### config.mk
export PLATFORM = sky130hd
export DESIGN_NAME = fft_twiddle_seq
export DESIGN_NICKNAME = d
export VERILOG_FILES = /design/src/rtl/fft_pkg.sv /design/src/rtl/fft_twiddle_rom.sv /design/src/rtl/fft_twiddle_seq.sv
export SDC_FILE = /design/constraint.sdc
export NUM_CORES = 1
export LEC_CHECK = 0
export CAP_MARGIN = 25
export CORE_MARGIN = 2
export CORE_UTILIZATION = 48
export CTS_BUF_LIST = sky130_fd_sc_hd__clkbuf_4
export CTS_CLUSTER_DIAMETER = 100
export DETAILED_ROUTE_END_ITERATION = 7
export PLACE_DENSITY_LB_ADDON = 0.2
export SLEW_MARGIN = 20
export SYNTH_ARGS = -nofsm -noshare
export SYNTH_HDL_FRONTEND = slang
export SYNTH_SLANG_ARGS = --single-unit
### constraint.sdc
create_clock -name clk -period 1.9 [get_ports clk]
set_input_delay 0.19 -clock clk [delete_from_list [all_inputs] [get_ports clk]]
set_output_delay 0.19 -clock clk [all_outputs]
set_load 0.01 [all_outputs]
### src/rtl/fft_pkg.sv
// Shared constants, Q1.7 twiddle tables and FSM encoding for the FFT twiddle sequencer.
package fft_pkg;

  localparam int DEF_N_LOG2 = 4;
  localparam int DEF_COEF_W = 8;

  localparam logic [7:0] Q_POS_ONE = 8'h7F;
  localparam logic [7:0] Q_NEG_ONE = 8'h81;

  localparam logic [7:0] COS16 [8] = '{Q_POS_ONE, 8'h76, 8'h5B, 8'h31,
                                       8'h00, 8'hCF, 8'hA5, 8'h8A};
  localparam logic [7:0] NSIN16 [8] = '{8'h00, 8'hCF, 8'hA5, 8'h8A,
                                        Q_NEG_ONE, 8'h8A, 8'hA5, 8'hCF};

  // Quarter wave of cos(2*pi*m/64), m=0..16, for transforms of 32 and 64 points
  localparam logic [7:0] QCOS64 [17] = '{8'd127, 8'd127, 8'd126, 8'd122, 8'd118, 8'd113,
                                         8'd106, 8'd99, 8'd91, 8'd81, 8'd71, 8'd60,
                                         8'd49, 8'd37, 8'd25, 8'd13, 8'd0};

  typedef enum logic [1:0] {IDLE, RUN, FLUSH} fsm_state_t;

  // Returns {cos, -sin} for angle 2*pi*m/64 by quadrant folding of QCOS64.
  function automatic logic [15:0] twiddle64(input logic [5:0] m);
    logic [4:0] a, b;
    logic [7:0] c, s, re, sn;
    a = {1'b0, m[3:0]};
    b = 5'd16 - a;
    c = QCOS64[a];
    s = QCOS64[b];
    unique case (m[5:4])
      2'd0:    begin re = c;        sn = s;        end
      2'd1:    begin re = 8'(-s);   sn = c;        end
      2'd2:    begin re = 8'(-c);   sn = 8'(-s);   end
      default: begin re = s;        sn = 8'(-c);   end
    endcase
    return {re, 8'(-sn)};
  endfunction

endpackage

### src/rtl/fft_twiddle_rom.sv
// Combinational twiddle lookup: exponent k of an N-point transform to {cos, -sin} in Q1.7.
module fft_twiddle_rom import fft_pkg::*; #(
  parameter int N_LOG2 = DEF_N_LOG2
) (
  input  logic [N_LOG2-2:0] k,
  output logic [7:0]        re,
  output logic [7:0]        im
);

  generate
    if (N_LOG2 <= 4) begin : g_tab16
      logic [2:0] idx;
      // Smaller transforms use every 2nd or 4th entry of the 16-point table
      always_comb begin
        idx = 3'(k) << (4 - N_LOG2);
        re  = COS16[idx];
        im  = NSIN16[idx];
      end
    end else begin : g_tab64
      logic [5:0] m;
      always_comb begin
        m        = 6'(k) << (6 - N_LOG2);
        {re, im} = twiddle64(m);
      end
    end
  endgenerate

endmodule

### src/rtl/fft_twiddle_seq.sv
// Twiddle-factor sequencer feeding the 17x8 multiplier of the radix-2 DIF FFT.
// Define TWIDDLE_CONJ_EN to add the 'inverse' input that conjugates coefficients for the IFFT.
module fft_twiddle_seq import fft_pkg::*; #(
  parameter int N_LOG2   = DEF_N_LOG2,
  parameter int COEF_W   = DEF_COEF_W,
  parameter int MULT_LAT = 4
) (
  input  logic                      clk,
  input  logic                      rst,
  input  logic                      start,
  input  logic                      en,
`ifdef TWIDDLE_CONJ_EN
  input  logic                      inverse,
`endif
  output logic                      busy,
  output logic [COEF_W-1:0]         tw_re,
  output logic [COEF_W-1:0]         tw_im,
  output logic                      tw_valid,
  output logic [$clog2(N_LOG2)-1:0] tw_stage,
  output logic [N_LOG2-2:0]         tw_bfly,
  output logic                      tw_last,
  output logic                      prod_valid,
  output logic                      prod_last,
  output logic                      done
);

  localparam int SW = $clog2(N_LOG2);
  localparam int KW = N_LOG2 - 1;
  localparam logic [SW-1:0] LAST_STAGE = SW'(N_LOG2 - 1);

  fsm_state_t          state_q, state_d;
  logic [SW-1:0]       stage_q, stage_d;
  logic [KW-1:0]       j_q, j_d, k;
  logic [COEF_W-1:0]   tw_re_q, tw_re_d, tw_im_q, tw_im_d;
  logic [SW-1:0]       tw_stage_q, tw_stage_d;
  logic [KW-1:0]       tw_bfly_q, tw_bfly_d;
  logic                tw_valid_q, tw_valid_d, tw_last_q, tw_last_d;
  logic [MULT_LAT-1:0] dly_valid_q, dly_valid_d, dly_last_q, dly_last_d;
  logic [7:0]          rom_re, rom_im;
  logic                accept, issue, last_coef, conj;

  // Counters are zero whenever idle, so the first coefficient comes straight from them
  assign k         = j_q << stage_q;
  assign accept    = (state_q == IDLE) && start;
  assign issue     = en && ((state_q == RUN) || accept);
  assign last_coef = (stage_q == LAST_STAGE) && (j_q == '1);

  fft_twiddle_rom #(.N_LOG2(N_LOG2)) u_rom (
    .k  (k),
    .re (rom_re),
    .im (rom_im)
  );

`ifdef TWIDDLE_CONJ_EN
  logic inv_q, inv_d;

  assign conj = accept ? inverse : inv_q;

  always_comb begin
    inv_d = accept ? inverse : inv_q;
  end

  always_ff @(posedge clk) begin
    if (rst) inv_q <= 1'b0;
    else     inv_q <= inv_d;
  end
`else
  assign conj = 1'b0;
`endif

  always_comb begin
    state_d     = state_q;
    stage_d     = stage_q;
    j_d         = j_q;
    tw_re_d     = tw_re_q;
    tw_im_d     = tw_im_q;
    tw_stage_d  = tw_stage_q;
    tw_bfly_d   = tw_bfly_q;
    tw_valid_d  = 1'b0;
    tw_last_d   = 1'b0;
    // The multiplier never stalls, so its tag pipeline shifts regardless of en
    dly_valid_d = MULT_LAT'({dly_valid_q, tw_valid_q});
    dly_last_d  = MULT_LAT'({dly_last_q, tw_last_q});

    unique case (state_q)
      IDLE:    if (start) state_d = RUN;
      RUN:     state_d = state_q;
      FLUSH:   if (dly_last_q[MULT_LAT-1]) state_d = IDLE;
      default: state_d = IDLE;
    endcase

    if (issue) begin
      tw_valid_d = 1'b1;
      tw_last_d  = last_coef;
      tw_re_d    = COEF_W'($signed(rom_re));
      tw_im_d    = conj ? COEF_W'(-$signed(rom_im)) : COEF_W'($signed(rom_im));
      tw_stage_d = stage_q;
      tw_bfly_d  = j_q;
      j_d        = j_q + 1'b1;
      if (j_q == '1) stage_d = stage_q + 1'b1;
      if (last_coef) begin
        state_d = FLUSH;
        stage_d = '0;
        j_d     = '0;
      end
    end
  end

  always_ff @(posedge clk) begin
    if (rst) begin
      state_q     <= IDLE;
      stage_q     <= '0;
      j_q         <= '0;
      tw_re_q     <= '0;
      tw_im_q     <= '0;
      tw_stage_q  <= '0;
      tw_bfly_q   <= '0;
      tw_valid_q  <= 1'b0;
      tw_last_q   <= 1'b0;
      dly_valid_q <= '0;
      dly_last_q  <= '0;
    end else begin
      state_q     <= state_d;
      stage_q     <= stage_d;
      j_q         <= j_d;
      tw_re_q     <= tw_re_d;
      tw_im_q     <= tw_im_d;
      tw_stage_q  <= tw_stage_d;
      tw_bfly_q   <= tw_bfly_d;
      tw_valid_q  <= tw_valid_d;
      tw_last_q   <= tw_last_d;
      dly_valid_q <= dly_valid_d;
      dly_last_q  <= dly_last_d;
    end
  end

  assign busy       = (state_q != IDLE);
  assign tw_re      = tw_re_q;
  assign tw_im      = tw_im_q;
  assign tw_valid   = tw_valid_q;
  assign tw_stage   = tw_stage_q;
  assign tw_bfly    = tw_bfly_q;
  assign tw_last    = tw_last_q;
  assign prod_valid = dly_valid_q[MULT_LAT-1];
  assign prod_last  = dly_last_q[MULT_LAT-1];
  assign done       = (state_q == FLUSH) && dly_last_q[MULT_LAT-1];

endmodule

Word level (Yosys, flattened, before mapping)
Memories as Yosys holds them, arrays and structs flattened. A register that Yosys moved wholly into a read port is not among the register bits. Cells that the tools add are included.

Register bits after elaboration: 22. Bits of input ports: 4. Output and inout port bits: 27. Word-level logic and storage cells: 39. Memories kept: 2. Memory bits (read-only): 128.

Bitwise operators: 2. Reductions and logical operators: 10. Shift operators: 1. Equal/unequal tests: 4. Add/sub/neg operators: 2. Mux-type cells: 9.

Memory list: (no name shown) (depth 8, bits a word 8, read ports 1, clocked after memory_dff 1, wr ports 0, line fft_twiddle_rom.sv:17) `im = NSIN16[idx];`; (no name shown) (depth 8, bits a word 8, read ports 1, clocked after memory_dff 1, wr ports 0, line fft_twiddle_rom.sv:16) `re = COS16[idx];`.

Operators with widths (number): $mux W2 (6); $pmux W2 S3 (1); $eq A2 B2 Y1 const B (2); $logic_and A1 B1 Y1 (4); $not A3 Y4 (1); $reduce_bool A2 Y1 (2); $add A3 B1 Y3 const B (1); $eq A3 B3 Y1 const B (1); $mux W3 (1); $shl A3 B2 Y3 (1); $add A2 B1 Y2 const B (1); $eq A2 B1 Y1 const B (1); $logic_not A2 Y1 (1); $reduce_and A2 Y1 (1); $reduce_or A2 Y1 (1); $logic_or A1 B1 Y1 (1); $mux W1 (1); $not A1 Y1 (1).

Longest topological paths before layout
Gate-level depths: netlist of the first run.

Word-level depth: 6. Mapped depth: 8. Mapped depth without buffers: 7.

By module
From an unflattened synthesis of the first run, not the netlist that was laid out.

Cells, all modules: 197. Area, all modules: 1749.2 um^2.

Modules (own cells, without submodules): fft_twiddle_seq (times used 1, cells each 164, area each 1492.7 um^2, sequential area each 760.7 um^2); fft_twiddle_rom (times used 1, cells each 33, area each 256.5 um^2, sequential area each 0.0 um^2).

Least setup slack after synthesis of the first run
OpenSTA, ideal clock, no wires.

Kind: flip-flop to flip-flop. Start: register stage_q[0]. End: register tw_im_q[0], in the netlist tw_im[0]. Setup time: 0.134 ns. Data required time: 1.766 ns. Arrival: 1.819 ns. Period minus slack after synthesis: 1.953 ns. Path buffers: 1. Stages on the path, launching flop included: 7. Setup slack: -0.053 ns. Path through: dfxtp_1 clkbuf_1 nor3_1 inv_1 ha_1 nor3_1 nor4_1.

Cells in the longest elaborated chain, start to end: 2.

Ends and longest elaborated chain: start, declared (line fft_twiddle_seq.sv:32) `logic [SW-1:0] stage_q, stage_d;`; start signal, assigned (line fft_twiddle_seq.sv:124) `stage_q <= stage_d;`; $shl A3 B2 Y3 (line fft_twiddle_seq.sv:43) `assign k = j_q << stage_q;`; via k[0] (line fft_twiddle_seq.sv:33) `logic [KW-1:0] j_q, j_d, k;`; $not A3 Y4 (not written as such) (line fft_twiddle_rom.sv:17); end, declared (line fft_twiddle_seq.sv:34) `logic [COEF_W-1:0] tw_re_q, tw_re_d, tw_im_q, tw_im_d;`.

The timed path passes the listed nets, and every way through them passes these cells. A chain may end at the register's enable or synchronous reset.

Worst setup path in the final report of the first run
Start: register j_q[0]. End: register tw_im_q[0], in the netlist tw_im[0].

Cells in the longest elaborated chain, start to end: 2.

Ends and longest elaborated chain: start, declared (line fft_twiddle_seq.sv:33); start signal, assigned (line fft_twiddle_seq.sv:125) `j_q <= j_d;`; $shl A3 B2 Y3 (line fft_twiddle_seq.sv:43); via k[0] (line fft_twiddle_seq.sv:33); $not A3 Y4 (not written as such) (line fft_twiddle_rom.sv:17).

The timed path passes the listed nets, and every way through them passes these cells.

==> results of run 1 <==
==> report_power, final <==
| group | switching [mW] | total (mW) | internal (mW) |
|---|---|---|---|
| clock | 0.233 | 0.384 | 0.150 |
| sequential | 0.0166 | 0.799 | 0.783 |
| combinational | 0.100 | 0.197 | 0.0966 |
==> layer usage <==
layer / share of wire, % / vias up / track usage, % / routed length (um)
met1: 47 / 577 / 22.6 / 1400
met2: 45 / 36 / 30.2 / 1350
met5: 0 / - / 0 / 0
met4: 2.1 / 0 / 9.32 / 63
li1: - / 664 / - / -
met3: 6.1 / 7 / 4.41 / 184
==> layout by cell type, fill, tap and decap left out, types with 2 or more instances in the layout <==
| cell | synthesis | final |
|---|---|---|
| dfxtp_1 | 36 | 36 |
| nand2_1 | 29 | 29 |
| clkdlybuf4s50_1 | 0 | 29 |
| a21oi_1 | 20 | 20 |
| nor2_1 | 12 | 12 |
| buf_4 | 3 | 11 |
| ha_1 | 10 | 10 |
| nor2b_1 | 8 | 8 |
| nor3_1 | 8 | 7 |
| nand3_1 | 6 | 6 |
| clkbuf_4 | 0 | 6 |
| inv_1 | 5 | 5 |
| nor4_1 | 4 | 4 |
| o211ai_1 | 4 | 4 |
| mux2i_1 | 2 | 2 |
| o21a_1 | 2 | 2 |
| or3_1 | 2 | 2 |
==> cells by family after synthesis <==
kind of cell | Yosys count
AND/OR/NAND/NOR | 77
flip-flops | 36
adder cells (fa/ha/maj) | 10
multiplexers | 2
buffers and inverters | 20
AO/OA/AOI/OAI | 32
XOR/XNOR | 1
other | 1
==> flip-flops by register name (all words and copies together) (netlist names) <==
name,flops
stage_q,2
j_q,3
dly_last_q,4
dly_valid_q,4
tw_bfly,3
tw_last,1
state_q,2
tw_valid,1
tw_re,8
tw_stage,2
tw_im,6
==> final cells by class <==
type                       count  share of cell area [%]
clock inverter                 1                   0.255
tap                           44                    2.81
inverter                       5                   0.958
sequential                    36                    36.8
multi-input combinational    123                    37.9
timing repair buffer          40                    19.0
clock buffer                   6                    2.30
==> final timing paths <==
check | from | end | slack (ns) | cells past startpoint
min reg2reg | dly_valid_q[0] | dly_valid_q[1] | 0.45 | 1
max | j_q[0] | tw_im[0] | 0.14 | 6
min | dly_valid_q[0] | dly_valid_q[1] | 0.45 | 1
max reg2reg | j_q[0] | tw_im[0] | 0.14 | 6
==> worst max-delay path: stages (launching register included) <==
cell and delay (ns):
dfxtp_1 0.42, inv_1 0.14, nor3_2 0.24, inv_1 0.11
ha_1 0.35, nor3_1 0.30, nor4_1 0.10
==> stage by stage <==
| stage | utilization, % | instances |
|---|---|---|
| 4_1_cts | 63.7 | 255 |
| 3_5_place_dp | 62.0 | 248 |
| 6_report | 63.7 | 255 |
| 5_1_grt | 63.7 | 255 |
| 3_3_place_gp | 62.0 | 248 |
| 2_1_floorplan | - | 179 |
==> summary.txt, run 1 <==
Outcome
  • Outcome: finished clean

Yosys
  • Synth area leader: dfxtp_1
  • Flops & latches, synth: 36
  • Post-Syn Area: 1560 um2
  • Syn Nets: just under 200
  • Simple-gate share of the synthesized area: 24.5%
  • Largest family of logic cells by synthesized area: simple AND/OR/NAND/NOR gates
  • Synth Flop Type: dfxtp_1
  • Syn_area_per_cell: around 8.7 um2
  • Synth Area in Adders: roughly 8.0%
  • Post-synthesis mux area share: about 1.3%
  • XOR/XNOR Fraction of Synth Area: 0.560%
  • Commonest cells in the netlist: dfxtp_1, nand2_1, a21oi_1, nor2_1, ha_1
  • Synth Area in Compound Gates: roughly 13%
  • Most frequent cell after synthesis: dfxtp_1
  • Post-synth EDFFs: 0
  • Ys Warns: 0
  • Dominant cells by area after synthesis: dfxtp_1, ha_1, nand2_1
  • Area share of the largest cell type after synthesis: a little under half
  • Post-synth ARST share: 0%
  • Syn Inst Count: about 180
  • Register area share after synthesis: between 40% and 50%
  • Count of different cell masters after synthesis: 35

Die
  • Die Y: between 60 and 70 um
  • Rows: 20
  • Initial Utilization: about half
  • Ports: 31
  • Core Box Area: just over 3000 um2
  • Die ar.: between 3000 and 4000 um2
  • Die W: 61.1 um

Power and ir drop
  • Total power: approximately 1.4 mW
  • PwrDens: approximately 700 nW/um2
  • LEAKAGE: about 0.8 nW
  • Max VDD drop: between 400 and 500 uV

Clock tree
  • # H-tree levels: 2
  • Clock transition at path regs: around 0.10 ns
  • Clock sink count: 36
  • Post-CTS Hold Buffers: 0
  • TritonCTS buffer count: 5
  • Root Buffer: clkbuf_4
  • Postcts setup bufs: 0
  • Skew-Pair Late Insertion Delay: approximately 0.34 ns
  • CTS tree: built
  • CTS resizes: 0
  • Clk buf depth: 2

Placed design
  • Pre-CTS setup slack: about 0.13 ns
  • PortBufs: 29
  • Area after DPL: between 1500 and 2000 um2
  • Placer Congestion: roughly 0.84
  • Dpl hpwl: around 2200 um

Setup path
  • Capturing element type of the critical path: register
  • CP arrival: 1.98 ns
  • Critical Path RT: about 2.1 ns
  • WS Path Type: reg -> reg
  • Maximum fanout along the worst path: 6
  • Nature of the critical path startpoint: register

Layout
  • Multi-input gate area: 742 um2
  • Antenna cells: 0
  • Layout cells sized above 1: approximately 11%
  • Nets@finish: 225
  • Final instance area: between 1500 and 2000 um2
  • P&R area growth vs syn: 25.3%
  • FILL cells: 281
  • Register area: just over 700 um2

Global routing
  • First-pass GRT wire length: roughly 5000 um
  • Pin count of the biggest net entering global routing: 28
  • Number of global-route vias before repair: between 1000 and 1500
  • Initial antenna violation count: 0
  • GRT Util Overall: around 18%
  • Grt ovf: 0

STA
  • Setup Skew: ~0.014 ns
  • Setup ws final: 0.141 ns
  • RSZ-0062 raised after global routing: no
  • Slew Limit Fails: 0
  • FMAX: 568 MHz
  • Final Hold Viols: 0
  • Setup TNS: 0 ns
  • Final Hold Slack: about 0.45 ns
  • Finish-stage setup viols: 0
  • Final Cycle Share: 92.6%
  • Post-route minimum period: roughly 1.8 ns

Drt
  • DR WL/cell: 11.7 um
  • Drt first-iter violations: 36
  • Final wirelength: ~3000 um
  • Drt pass-1 iters: 4
  • Antenna Violating Nets Remaining: 0
  • DRC violations left: 0
  • Vias per Instance: ~5.0
  • Vias: 1284

Hold path
  • Hold crit path type: reg -> reg

Job
  • Maxcap violations: 0
No activity file was read; power rests on OpenSTA's default activity.
==> run 2, diff against run 1 <==
--- a/config.mk
+++ b/config.mk
@@ -12,6 +12,7 @@
 export CTS_CLUSTER_DIAMETER = 100
 export DETAILED_ROUTE_END_ITERATION = 7
 export PLACE_DENSITY_LB_ADDON = 0.2
+export RECOVER_POWER = 50
 export SLEW_MARGIN = 20
 export SYNTH_ARGS = -nofsm -noshare
 export SYNTH_HDL_FRONTEND = slang
==> summary.txt, run 2 (synthesized netlist as in run 1, its figures left out) <==
Outcome
  • Outcome: finished clean

Setup path
  • Worst r2r src: j_q[0]
  • Critical Path RT: ~2.1 ns
  • Maximum fanout along the worst path: 6
  • CP arrival: around 2.0 ns
  • Reg2Reg Depth: 6
  • Capturing element type of the critical path: register
  • WS Path Type: reg -> reg
  • Nature of the critical path startpoint: register
  • CP startpoint: j_q[0]

Drt
  • Vias per Instance: slightly above 5
  • Final wirelength: 2980 um
  • Drt first-iter violations: 35
  • DR WL/cell: between 10 and 15 um
  • DRC violations left: 0
  • Vias: about 1300
  • Antenna Violating Nets Remaining: 0
  • Drt pass-1 iters: 5

Placed design
  • Placer Congestion: roughly 0.84
  • PortBufs: 29
  • Dpl hpwl: between 2000 and 2500 um
  • Pre-CTS setup slack: 0.131 ns

Layout
  • P&R area growth vs syn: 25.0%
  • Antenna cells: 0
  • Nets@finish: between 200 and 250
  • FILL cells: 283
  • Max reg flops: 8
  • Layout cells sized above 1: 10.4%
  • Most common cell after layout, fill and taps aside: dfxtp_1
  • Final core occ: 63.5%
  • Commonest non-fill, non-tap cells in the layout: dfxtp_1, nand2_1, a21oi_1, dlygate4sd3_1, nor2_1

STA
  • Final Cycle Share: between 90% and 100%
  • FMAX: approximately 570 MHz
  • Setup TNS: 0 ns
  • Slew Limit Fails: 0
  • Final Hold Viols: 0
  • Finish-stage setup viols: 0
  • Final Hold Slack: approximately 0.45 ns
  • Post-route minimum period: around 1.8 ns
  • Setup Skew: around 0.015 ns
  • Setup ws final: 0.145 ns
  • RSZ-0062 raised after global routing: no

Clock tree
  • Root Buffer: clkbuf_4
  • Clk buf depth: 2
  • Clock sink count: 36
  • Post-CTS Hold Buffers: 0
  • CTS resizes: 0
  • Clock transition at path regs: around 0.10 ns
  • CTS tree: built
  • Postcts setup bufs: 0
  • TritonCTS buffer count: 5
  • # H-tree levels: 2
  • Skew-Pair Late Insertion Delay: approximately 0.33 ns

Global routing
  • Number of global-route vias before repair: 1172
  • Grt ovf: 0
  • GRT Util Overall: 18.4%
  • Met1 Use GR: about 23%
  • Met2 Usage GRT: between 30% and 40%
  • GR Util met3: between 4 and 5%
  • First-pass GRT wire length: approximately 5100 um
  • Pin count of the biggest net entering global routing: 28
  • Global route hottest layer: met2
  • Initial antenna violation count: 0

Die
  • Die ar.: 3730 um2
  • Rows: 20
  • Die W: a little over 60 um
  • Die Y: about 61 um
  • Initial Utilization: around half
  • Ports: 31
  • Core Box Area: 3080 um2

Hold path
  • Hold crit path type: reg -> reg
  • Hold Path Depth: 1
  • Min-delay src: dly_valid_q[0]

Power and ir drop
  • LEAKAGE: between 0.8 and 0.9 nW
  • PwrDens: 699 nW/um2
  • Total power: ~1.4 mW
  • Max VDD drop: 408 uV

Job
  • Maxcap violations: 0
run 2: changes by cell type in the layout (fill, tap and decap cells not counted), sizes merged:
cell / delta
clkbuf: +1
dlygate4sd3: +20
buf: -1
clkdlybuf4s50: -20
run 2: where the power goes:
group,total (mW),internal [mW],switching [mW]
clock network,0.380,0.151,0.230
registers,0.799,0.783,0.0158
logic,0.189,0.0890,0.100
run 2: final timing paths:
check / end / slack (ns)
max: tw_im[0] / 0.15
min: dly_valid_q[1] / 0.45
max reg2reg: tw_im[0] / 0.15
min reg2reg: dly_valid_q[1] / 0.45
run 2: metrics by stage:
stage	cell area (um2)	std cells
floorplan	1570	179
global placement	1910	248
detailed placement	1910	248
CTS	1960	255
global route	1960	255
finish	1960	255
run 2: cell type report:
type,count,area [um2],area share [%]
inverter,5,18.8,0.960
multi-input combinational,123,742,37.9
tap,44,55.1,2.82
clock buffer,6,45.0,2.30
clock inverter,1,5.00,0.256
timing repair buffer,40,369,18.9
sequential,36,721,36.9
run 2: critical path, cell delays in order, from the launching register on:
cell and delay [ns]:
dfxtp_1 0.42, inv_1 0.13, nor3_2 0.24, inv_1 0.11, ha_1 0.35, nor3_1 0.30
nor4_1 0.10
run 2: routing by layer:
metal	wire length (um)	share of wire, %
met1	1420	48
met2	1370	46
met3	127	4.3
met4	59	2.0
met5	0	0
